`src/rtl/sargantana_icache_pkg.sv`:
```
`default_nettype none
// ============================================================================
//  Module      : sargantana_icache_pkg
//  Description : Shared I$ types and constants, including refill MSHR entries.
//  Revision    : 1.0 - initial multi-outstanding refill tracker support
// ============================================================================
package sargantana_icache_pkg;

    localparam int PHY_ADDR_SIZE     = 40;
    localparam int ICACHELINE_SIZE   = 512;
    localparam int ICACHE_INDEX_SIZE = 12;
    localparam int ICACHE_LINE_OFF   = $clog2(ICACHELINE_SIZE / 8);

    typedef enum logic [1:0] {
        FREE   = 2'd0,
        PEND   = 2'd1,
        ISSUED = 2'd2
    } ifill_mshr_state_t;

    typedef struct packed {
        ifill_mshr_state_t        state;
        logic                     stale;
        logic [PHY_ADDR_SIZE-1:0] paddr;
    } ifill_mshr_entry_t;

endpackage
`default_nettype wire

```
`src/rtl/sargantana_icache_ifill_mshr.sv`:
```
`default_nettype none
// ============================================================================
//  Module      : sargantana_icache_ifill_mshr
//  Description : I$ refill tracker: merges misses, issues line requests in
//                order, returns fills in order, drops stale fills.
//  Revision    : 1.0 - initial release
// ============================================================================
module sargantana_icache_ifill_mshr
    import sargantana_icache_pkg::*;
#(
    parameter int N_ENTRIES = 2,
    parameter int LINE_W    = ICACHELINE_SIZE,
    parameter int PADDR_W   = PHY_ADDR_SIZE,
    parameter int IDX_W     = ICACHE_INDEX_SIZE
) (
    input  logic               clk_i,
    input  logic               rst_i,
    input  logic               miss_valid_i,
    input  logic [PADDR_W-1:0] miss_paddr_i,
    output logic               miss_ready_o,
    input  logic               flush_i,
    input  logic               inv_valid_i,
    input  logic [IDX_W-1:0]   inv_idx_i,
    output logic               ifill_req_valid_o,
    output logic [PADDR_W-1:0] ifill_req_paddr_o,
    input  logic               ifill_ack_i,
    input  logic               ifill_resp_valid_i,
    input  logic [LINE_W-1:0]  ifill_resp_data_i,
    output logic               fill_valid_o,
    output logic [PADDR_W-1:0] fill_paddr_o,
    output logic [LINE_W-1:0]  fill_data_o,
    output logic               busy_o
);

    localparam int c_off   = $clog2(LINE_W / 8);
    localparam int c_ptr_w = (N_ENTRIES > 1) ? $clog2(N_ENTRIES) : 1;
    localparam int c_cnt_w = $clog2(N_ENTRIES + 1);
    localparam logic [c_ptr_w-1:0] c_last_ptr = c_ptr_w'(N_ENTRIES - 1);

    ifill_mshr_entry_t    r_entries      [N_ENTRIES];
    ifill_mshr_entry_t    w_next_entries [N_ENTRIES];
    logic [c_ptr_w-1:0]   r_alloc_ptr, r_issue_ptr, r_resp_ptr;
    logic [c_ptr_w-1:0]   w_next_alloc_ptr, w_next_issue_ptr, w_next_resp_ptr;
    logic [c_cnt_w-1:0]   r_count, w_next_count, w_pend_cnt;
    logic [N_ENTRIES-1:0] w_inv_hit;
    logic                 w_merge_hit, w_miss_ready, w_alloc, w_ack;
    logic                 w_head_pend, w_resp_fire, w_resp_stale;
    logic [PADDR_W-1:0]   w_miss_line;
    logic                 r_req_valid;
    logic [PADDR_W-1:0]   r_req_paddr;
    logic                 r_fill_valid;
    logic [PADDR_W-1:0]   r_fill_paddr;
    logic [LINE_W-1:0]    r_fill_data;

    function automatic logic [c_ptr_w-1:0] ptr_inc(input logic [c_ptr_w-1:0] ptr);
        return (ptr == c_last_ptr) ? '0 : ptr + c_ptr_w'(1);
    endfunction

    assign w_miss_line = {miss_paddr_i[PADDR_W-1:c_off], {c_off{1'b0}}};

    always_comb begin
        w_inv_hit   = '0;
        w_merge_hit = 1'b0;
        w_pend_cnt  = '0;
        for (int i = 0; i < N_ENTRIES; i++) begin
            w_inv_hit[i] = inv_valid_i && (r_entries[i].state != FREE)
                           && (r_entries[i].paddr[IDX_W-1:0] == inv_idx_i);
            if ((r_entries[i].state != FREE) && !r_entries[i].stale && !w_inv_hit[i]
                && !flush_i && (PADDR_W'(r_entries[i].paddr) == w_miss_line))
                w_merge_hit = 1'b1;
            if (r_entries[i].state == PEND)
                w_pend_cnt = w_pend_cnt + c_cnt_w'(1);
        end
    end

    assign w_miss_ready = !rst_i && !flush_i
                          && ((r_count < c_cnt_w'(N_ENTRIES)) || w_merge_hit);
    assign w_alloc      = miss_valid_i && w_miss_ready && !w_merge_hit;
    assign w_head_pend  = (r_entries[r_issue_ptr].state == PEND);
    assign w_ack        = ifill_ack_i && r_req_valid && w_head_pend;
    assign w_resp_fire  = ifill_resp_valid_i && (r_entries[r_resp_ptr].state == ISSUED);
    assign w_resp_stale = r_entries[r_resp_ptr].stale || w_inv_hit[r_resp_ptr] || flush_i;

    always_comb begin
        w_next_entries = r_entries;
        for (int i = 0; i < N_ENTRIES; i++) begin
            if (w_inv_hit[i])
                w_next_entries[i].stale = 1'b1;
            // A flush keeps the presented request alive so valid never drops before ack.
            if (flush_i) begin
                if (r_entries[i].state == ISSUED) begin
                    w_next_entries[i].stale = 1'b1;
                end else if (r_entries[i].state == PEND) begin
                    if (c_ptr_w'(i) == r_issue_ptr) begin
                        w_next_entries[i].stale = 1'b1;
                    end else begin
                        w_next_entries[i].state = FREE;
                        w_next_entries[i].stale = 1'b0;
                    end
                end
            end
        end
        if (w_ack)
            w_next_entries[r_issue_ptr].state = ISSUED;
        if (w_resp_fire) begin
            w_next_entries[r_resp_ptr].state = FREE;
            w_next_entries[r_resp_ptr].stale = 1'b0;
        end
        if (w_alloc) begin
            w_next_entries[r_alloc_ptr].state = PEND;
            w_next_entries[r_alloc_ptr].stale = 1'b0;
            w_next_entries[r_alloc_ptr].paddr = PHY_ADDR_SIZE'(w_miss_line);
        end

        w_next_issue_ptr = w_ack ? ptr_inc(r_issue_ptr) : r_issue_ptr;
        w_next_resp_ptr  = w_resp_fire ? ptr_inc(r_resp_ptr) : r_resp_ptr;
        // Pending entries sit contiguously from the issue pointer, so a flush rewinds alloc.
        if (flush_i)
            w_next_alloc_ptr = w_head_pend ? ptr_inc(r_issue_ptr) : r_issue_ptr;
        else
            w_next_alloc_ptr = w_alloc ? ptr_inc(r_alloc_ptr) : r_alloc_ptr;

        w_next_count = r_count + c_cnt_w'(w_alloc) - c_cnt_w'(w_resp_fire);
        if (flush_i)
            w_next_count = w_next_count - w_pend_cnt + c_cnt_w'(w_head_pend);
    end

    always_ff @(posedge clk_i or posedge rst_i) begin
        if (rst_i) begin
            for (int i = 0; i < N_ENTRIES; i++)
                r_entries[i] <= '0;
            r_alloc_ptr  <= '0;
            r_issue_ptr  <= '0;
            r_resp_ptr   <= '0;
            r_count      <= '0;
            r_req_valid  <= 1'b0;
            r_req_paddr  <= '0;
            r_fill_valid <= 1'b0;
            r_fill_paddr <= '0;
            r_fill_data  <= '0;
        end else begin
            r_entries   <= w_next_entries;
            r_alloc_ptr <= w_next_alloc_ptr;
            r_issue_ptr <= w_next_issue_ptr;
            r_resp_ptr  <= w_next_resp_ptr;
            r_count     <= w_next_count;
            r_req_valid <= (w_next_entries[w_next_issue_ptr].state == PEND);
            r_req_paddr <= (w_next_entries[w_next_issue_ptr].state == PEND)
                           ? PADDR_W'(w_next_entries[w_next_issue_ptr].paddr) : '0;
            r_fill_valid <= w_resp_fire && !w_resp_stale;
            if (w_resp_fire && !w_resp_stale) begin
                r_fill_paddr <= PADDR_W'(r_entries[r_resp_ptr].paddr);
                r_fill_data  <= ifill_resp_data_i;
            end
        end
    end

    assign miss_ready_o      = w_miss_ready;
    assign ifill_req_valid_o = r_req_valid;
    assign ifill_req_paddr_o = r_req_paddr;
    assign fill_valid_o      = r_fill_valid;
    assign fill_paddr_o      = r_fill_paddr;
    assign fill_data_o       = r_fill_data;
    assign busy_o            = (r_count != '0);

`ifndef SYNTHESIS
    // Responses still in flight when reset hit are tolerated until the next ack.
    logic r_post_rst;
    always_ff @(posedge clk_i or posedge rst_i) begin
        if (rst_i)
            r_post_rst <= 1'b1;
        else if (w_ack)
            r_post_rst <= 1'b0;
    end

    a_resp_needs_issued : assert property (@(posedge clk_i) disable iff (rst_i)
        (ifill_resp_valid_i && !r_post_rst) |-> (r_entries[r_resp_ptr].state == ISSUED));
`endif

endmodule
`default_nettype wire

```
`config.mk`:
```
export PLATFORM = sky130hd
export DESIGN_NAME = sargantana_icache_ifill_mshr
export DESIGN_NICKNAME = d
export VERILOG_FILES = /design/src/rtl/sargantana_icache_pkg.sv /design/src/rtl/sargantana_icache_ifill_mshr.sv
export SDC_FILE = /design/constraint.sdc
export NUM_CORES = 2
export LEC_CHECK = 0
export ABC_AREA = 0
export BUFFER_PORTS_ARGS = -buffer_cell sky130_fd_sc_hd__buf_2
export CELL_PAD_IN_SITES_DETAIL_PLACEMENT = 1
export CELL_PAD_IN_SITES_GLOBAL_PLACEMENT = 2
export CORE_AREA = 2 2 456 458
export DETAILED_ROUTE_END_ITERATION = 16
export DIE_AREA = 0 0 458 460
export GPL_TIMING_DRIVEN = 0
export HOLD_SLACK_MARGIN = 0.12
export MAX_ROUTING_LAYER = met4
export PLACE_DENSITY_LB_ADDON = 0.2
export SETUP_SLACK_MARGIN = 0.1
export SYNTH_ARGS = -nofsm -noshare
export SYNTH_HDL_FRONTEND = slang
export SYNTH_SLANG_ARGS = --single-unit
```
`constraint.sdc`:
```
create_clock -name clk_i -period 27.3 [get_ports clk_i]
set_input_delay 4.095 -clock clk_i [delete_from_list [all_inputs] [get_ports clk_i]]
set_output_delay 4.095 -clock clk_i [all_outputs]
set_load 0.02 [all_outputs]
```
# Yosys cells after proc, flatten, opt, wreduce, memory -nomap -nowiden
# Cells that the tools add are included.
# word_totals
reg_bits	685
input_bits	571
word_cells	144
out_inout_bits	596
# classes
bitwise_logic	4
magnitude_cmp	9
n_eq_ne	11
muxes	59
reduce_logical	38
add_sub_neg	8
# op_table
op	n
86-bit bitwise mux	6
43-bit 2-to-1 mux	12
43-bit demux with 1-bit select	6
86-bit 2-to-1 mux	3
41-bit 2-to-1 mux	2
40-bit == test	2
40-bit 2-to-1 mux	2
12-bit == test	2
1-bit logical AND	23
1-bit 2-to-1 mux	18
2-bit 2-to-1 mux	6
3-bit 2-to-1 mux	4
2-bit by 1-bit == test with 1-bit output, second input constant	4
2-bit >= comparator, second input constant	4
1-bit zero test	8
1-bit inverter with 2-bit output	4
2-bit nonzero test	4
2-bit == test, second input constant	3
2-bit by 1-bit < comparator with 1-bit output, second input constant	3
2-bit by 1-bit adder with 2-bit output	2
1-bit adder, second input constant	3
1-bit logical OR	3
2-bit by 1-bit adder with 2-bit output, second input constant	1
1-bit by 2-bit < comparator with 1-bit output, second input constant	1
3 further kinds	3

# Logic depth before layout (Yosys ltp)
# depth
depth_word	21
ltp_mapped	18
depth_no_buf	17

# Worst setup path before layout
# Ideal clock, no wire load.
# synth_timing
path_kind	input-to-output
start	input flush_i
end	output miss_ready_o
path_stages	7
slack_ns	17.432
arrival_ns	5.773
n_path_buf	1
required_time_ns	23.205
cell_sequence	clkbuf_1 -> nor4_1 -> nand3_1 -> nor3_1 -> nand4b_2 -> and2_1 -> a21boi_0
# synth_between
elab_chain_len	7
elab_cells_between_ends	10
classes_between	mux: 2; reduce/logical: 8
# synth_rtl
item	line	source
start, declared	sargantana_icache_ifill_mshr.sv:21	input logic flush_i,
1-bit zero test *	sargantana_icache_ifill_mshr.sv:69, sargantana_icache_ifill_mshr.sv:76	
1-bit logical AND (2 in a row)	sargantana_icache_ifill_mshr.sv:69	&& !flush_i && (PADDR_W'(r_entries[i].paddr) == w_miss_line))
1-bit 2-to-1 mux (2 in a row)	sargantana_icache_ifill_mshr.sv:68	if ((r_entries[i].state != FREE) && !r_entries[i].stale && !w_inv_hit[i]
1-bit logical OR	sargantana_icache_ifill_mshr.sv:77	&& ((r_count < c_cnt_w'(N_ENTRIES)) || w_merge_hit);
1-bit logical AND *	sargantana_icache_ifill_mshr.sv:77	
end, declared	sargantana_icache_ifill_mshr.sv:20	output logic miss_ready_o,
# Every way passes the cells marked *; elsewhere a longest branch is shown, timed or not.

# Final worst setup path
# layout_timing
start	input miss_paddr_i[24]
end	output miss_ready_o
# layout_between
elab_chain_len	6
elab_cells_between_ends	8
classes_between	eq/ne: 2; mux: 2; reduce/logical: 4
# layout_rtl
item	line	source
start, declared	sargantana_icache_ifill_mshr.sv:19	input logic [PADDR_W-1:0] miss_paddr_i,
40-bit == test	sargantana_icache_ifill_mshr.sv:69	
1-bit logical AND	sargantana_icache_ifill_mshr.sv:69	
1-bit 2-to-1 mux	sargantana_icache_ifill_mshr.sv:68	
1-bit 2-to-1 mux *	sargantana_icache_ifill_mshr.sv:68	
1-bit logical OR *	sargantana_icache_ifill_mshr.sv:77	
1-bit logical AND *	sargantana_icache_ifill_mshr.sv:77	
# Marks and branches as above.

==> results.toml <==
[outcome]
status = "complete, no violations"

[floorplan]
rows = 167
start_util_pct = 13.5
die_x_um = 458
die_area_um2 = 211000
io_pins = 1167
die_h_um = 460
core_um2 = 206000

[sta]
final_hold_viol_count = 0
setup_viol = 0
final.setup.tns_ns = 0
fin_crit_ns = 10.82
fmax_ghz = 0.0924
rsz0062_at_grt = "false"
slew_headroom_pct = 29.3
tightestPinTransition_ns = 1.06
final_max_slew_viol_count = 0
fin_skew_ns = 0.0303
post-route-period-util_pct = 39.6

[layout]
finalCoreUtilization_pct = 19.8
areaGrowthSynthToFinish_pct = 46.6
mostFrequentLayoutCell = "buf_2"
final_cell_mix = "1,224 x buf_2, 685 x dfrtp_1, 565 x mux2_2, 98 x xnor2_1, 97 x clkbuf_16"
final_area_um2 = 40700
nFillCells = 23376
final_nets = 3750
drive_gt1_share_pct = 61.6
fin_cells = 6020

[setup_path]
cpPeakStageDelay_ns = 0.80
timing.rr.end = "r_count[1]"
path_max_fanout = 5
worstRegToRegCells = 17
worstSetupPathType = "in -> out"
timing.rr.start = "r_entries[49]"
critPathSlowestCell = "nor4_1"
worstSetupEndpointType = "primary output"
crit_required_ns = 23.20
r2r_slack_ns = 23.06
startpoint = "miss_paddr_i[24]"
crit_chain = "buf_2 > xnor2_1 > nand4_1 > nor4_1 > nand4b_2 > and2_1 > a21boi_0 > buf_2"
worstSetupStartpointType = "input pin"
crit_top_cell = "buf_2"
crit_arrival_ns = 6.73

[pwr]
p_leak_nw = 21.2
p_per_area_nw_per_um2 = 109
ir_drop_v = 0.0000453

[clock_tree]
clockBufferDepth = 3
clk_latency_ns = 0.74
cts_root_buf = "clkbuf_16"
cts.htree.levels = 3
tritoncts = "done"
numClockSinks = 685
cts-buffers-inserted = 96
cts_resized = 0
postCtsSetupBuffers = 0
path_clk_slew_ns = 0.05
postCtsHoldBufs = 0

[worst_hold_path]
hold_end = "fill_paddr_o[39]"
hold_start = "fill_paddr_o[39]"
hold_depth = 2
hold_class = "reg -> reg"

[route]
drt-initial-drc-count = 890
viasPerCell = 3.59
wl_mm = 167
postRouteAntennaNets = 0
num_vias = 21602
drc_errors = 0
drtPass1Iterations = 4
post_drt_wl_per_cell_um = 27.7

[yosys]
netlist-cell-type-count = 50
synth-main-ff-cell = "dfrtp_1"
syn_area_um2 = 27800
syn_inst = 1909
synth_warnings = 0
avgSynthCellArea_um2 = 14.6
synth_edf_count = 0
async_reset_ff_share_pct = 100
ys_seq_area_share_pct = 61.7
ys_ff_latch = 685
syn_nets = 2485

[place]
dp_hpwl_mm = 138
dp.cells = 5780
placed_area_um2 = 37200
place_congestion = 0.780
io_buffers = 1159

[grt]
globalRoute.totalOverflow = 0
grt_pass1_vias = 22720
grt_max_degree = 103
grt_usage_pct = 15.8
antenna_found_initial = 186
grt_pass1_wl_mm = 218

[run]
drv_cap = 0
sequential cells by signal, indices dropped and copies added (netlist names):
register	count
fill_paddr_o	40
ifill_req_valid_o	1
fill_valid_o	1
r_entries	86
r_count	2
ifill_req_paddr_o	40
fill_data_o	512
r_issue_ptr	1
r_resp_ptr	1
r_alloc_ptr	1
stage by stage:
stage	power [mW]	hold WS (ns)	worst slack, ns
6_report	4.44	0.479	16.48
5_1_grt	4.70	0.502	16.19
3_5_place_dp	3.14	0.471	16.26
4_1_cts	4.56	0.484	16.26
2_1_floorplan	2.39	0.529	4.00
3_3_place_gp	3.13	0.461	-8.93
worst max-delay path: cells and delay by family:
| family | cells | cell delay, ns |
|---|---|---|
| AND/OR/NAND/NOR | 4 | 1.69 |
| AO/OA/AOI/OAI | 1 | 0.24 |
| XOR/XNOR | 1 | 0.33 |
| buffers and inverters | 2 | 0.37 |
per-layer routing:
layer	global-route usage, %	routed length [um]	vias up
met4	6.81	7640	0
met5	-	0	-
met2	26.2	81900	973
met3	6.30	14500	377
li1	-	-	9387
met1	16.7	62500	10865
area by class of cell:
class | instances | area, um^2 | area share (%)
diodes | 68 | 170 | 0.418
plain buffers | 110 | 584 | 1.43
clock buffers | 140 | 2780 | 6.82
clock inverters | 32 | 579 | 1.42
inverters | 23 | 93.8 | 0.230
multi-input cells | 1091 | 9970 | 24.5
flip-flops and latches | 685 | 17100 | 42.1
well taps | 2704 | 3380 | 8.31
repair buffers | 1167 | 6020 | 14.8
report_power, final:
part / internal (mW) / switching, mW
registers: 1.33 / 0.203
logic: 0.580 / 0.970
clock network: 0.821 / 0.543
total: 2.73 / 1.72
how the worst max path moves through the flow:
stage,end,slack [ns],cells after the start
3_5_place_dp,miss_ready_o,16.26,8
5_1_grt,miss_ready_o,16.19,8
3_3_place_gp,fill_data_o[356],-8.93,2
4_1_cts,miss_ready_o,16.26,8
2_1_floorplan,fill_data_o[0],4.00,1
6_report,miss_ready_o,16.48,8
synth_stat cells (all sizes together) (12+ instances only):
cell | number | share of area (%)
a22o | 22 | 0.69
and2 | 26 | 0.59
buf | 82 | 1.7
clkbuf | 28 | 0.38
dfrtp | 685 | 62
inv | 23 | 0.31
mux2 | 568 | 23
mux2i | 41 | 1.5
nand2 | 56 | 0.78
nand3 | 22 | 0.43
nand4 | 20 | 0.45
nor2 | 54 | 0.73
nor3 | 30 | 0.79
nor4 | 30 | 0.75
o21ai | 60 | 1.1
o221a | 12 | 0.49
xnor2 | 98 | 3.1
cell families (layout without fill, tap and decap cells):
group                      Yosys count  in the layout  synth area share, %
AOI/OAI and AO/OA                  128            128                 3.15
xor gates and xnor gates            98             98                 3.09
adders and majority gates            5              5                0.225
buffers and inverters              133           1472                 2.41
DFF                                685            685                 61.7
muxes                              609            609                 24.5
other                                0             68                    0
and+or+nand+nor                    251            251                 4.91
Power figures use the tool's default switching activity.
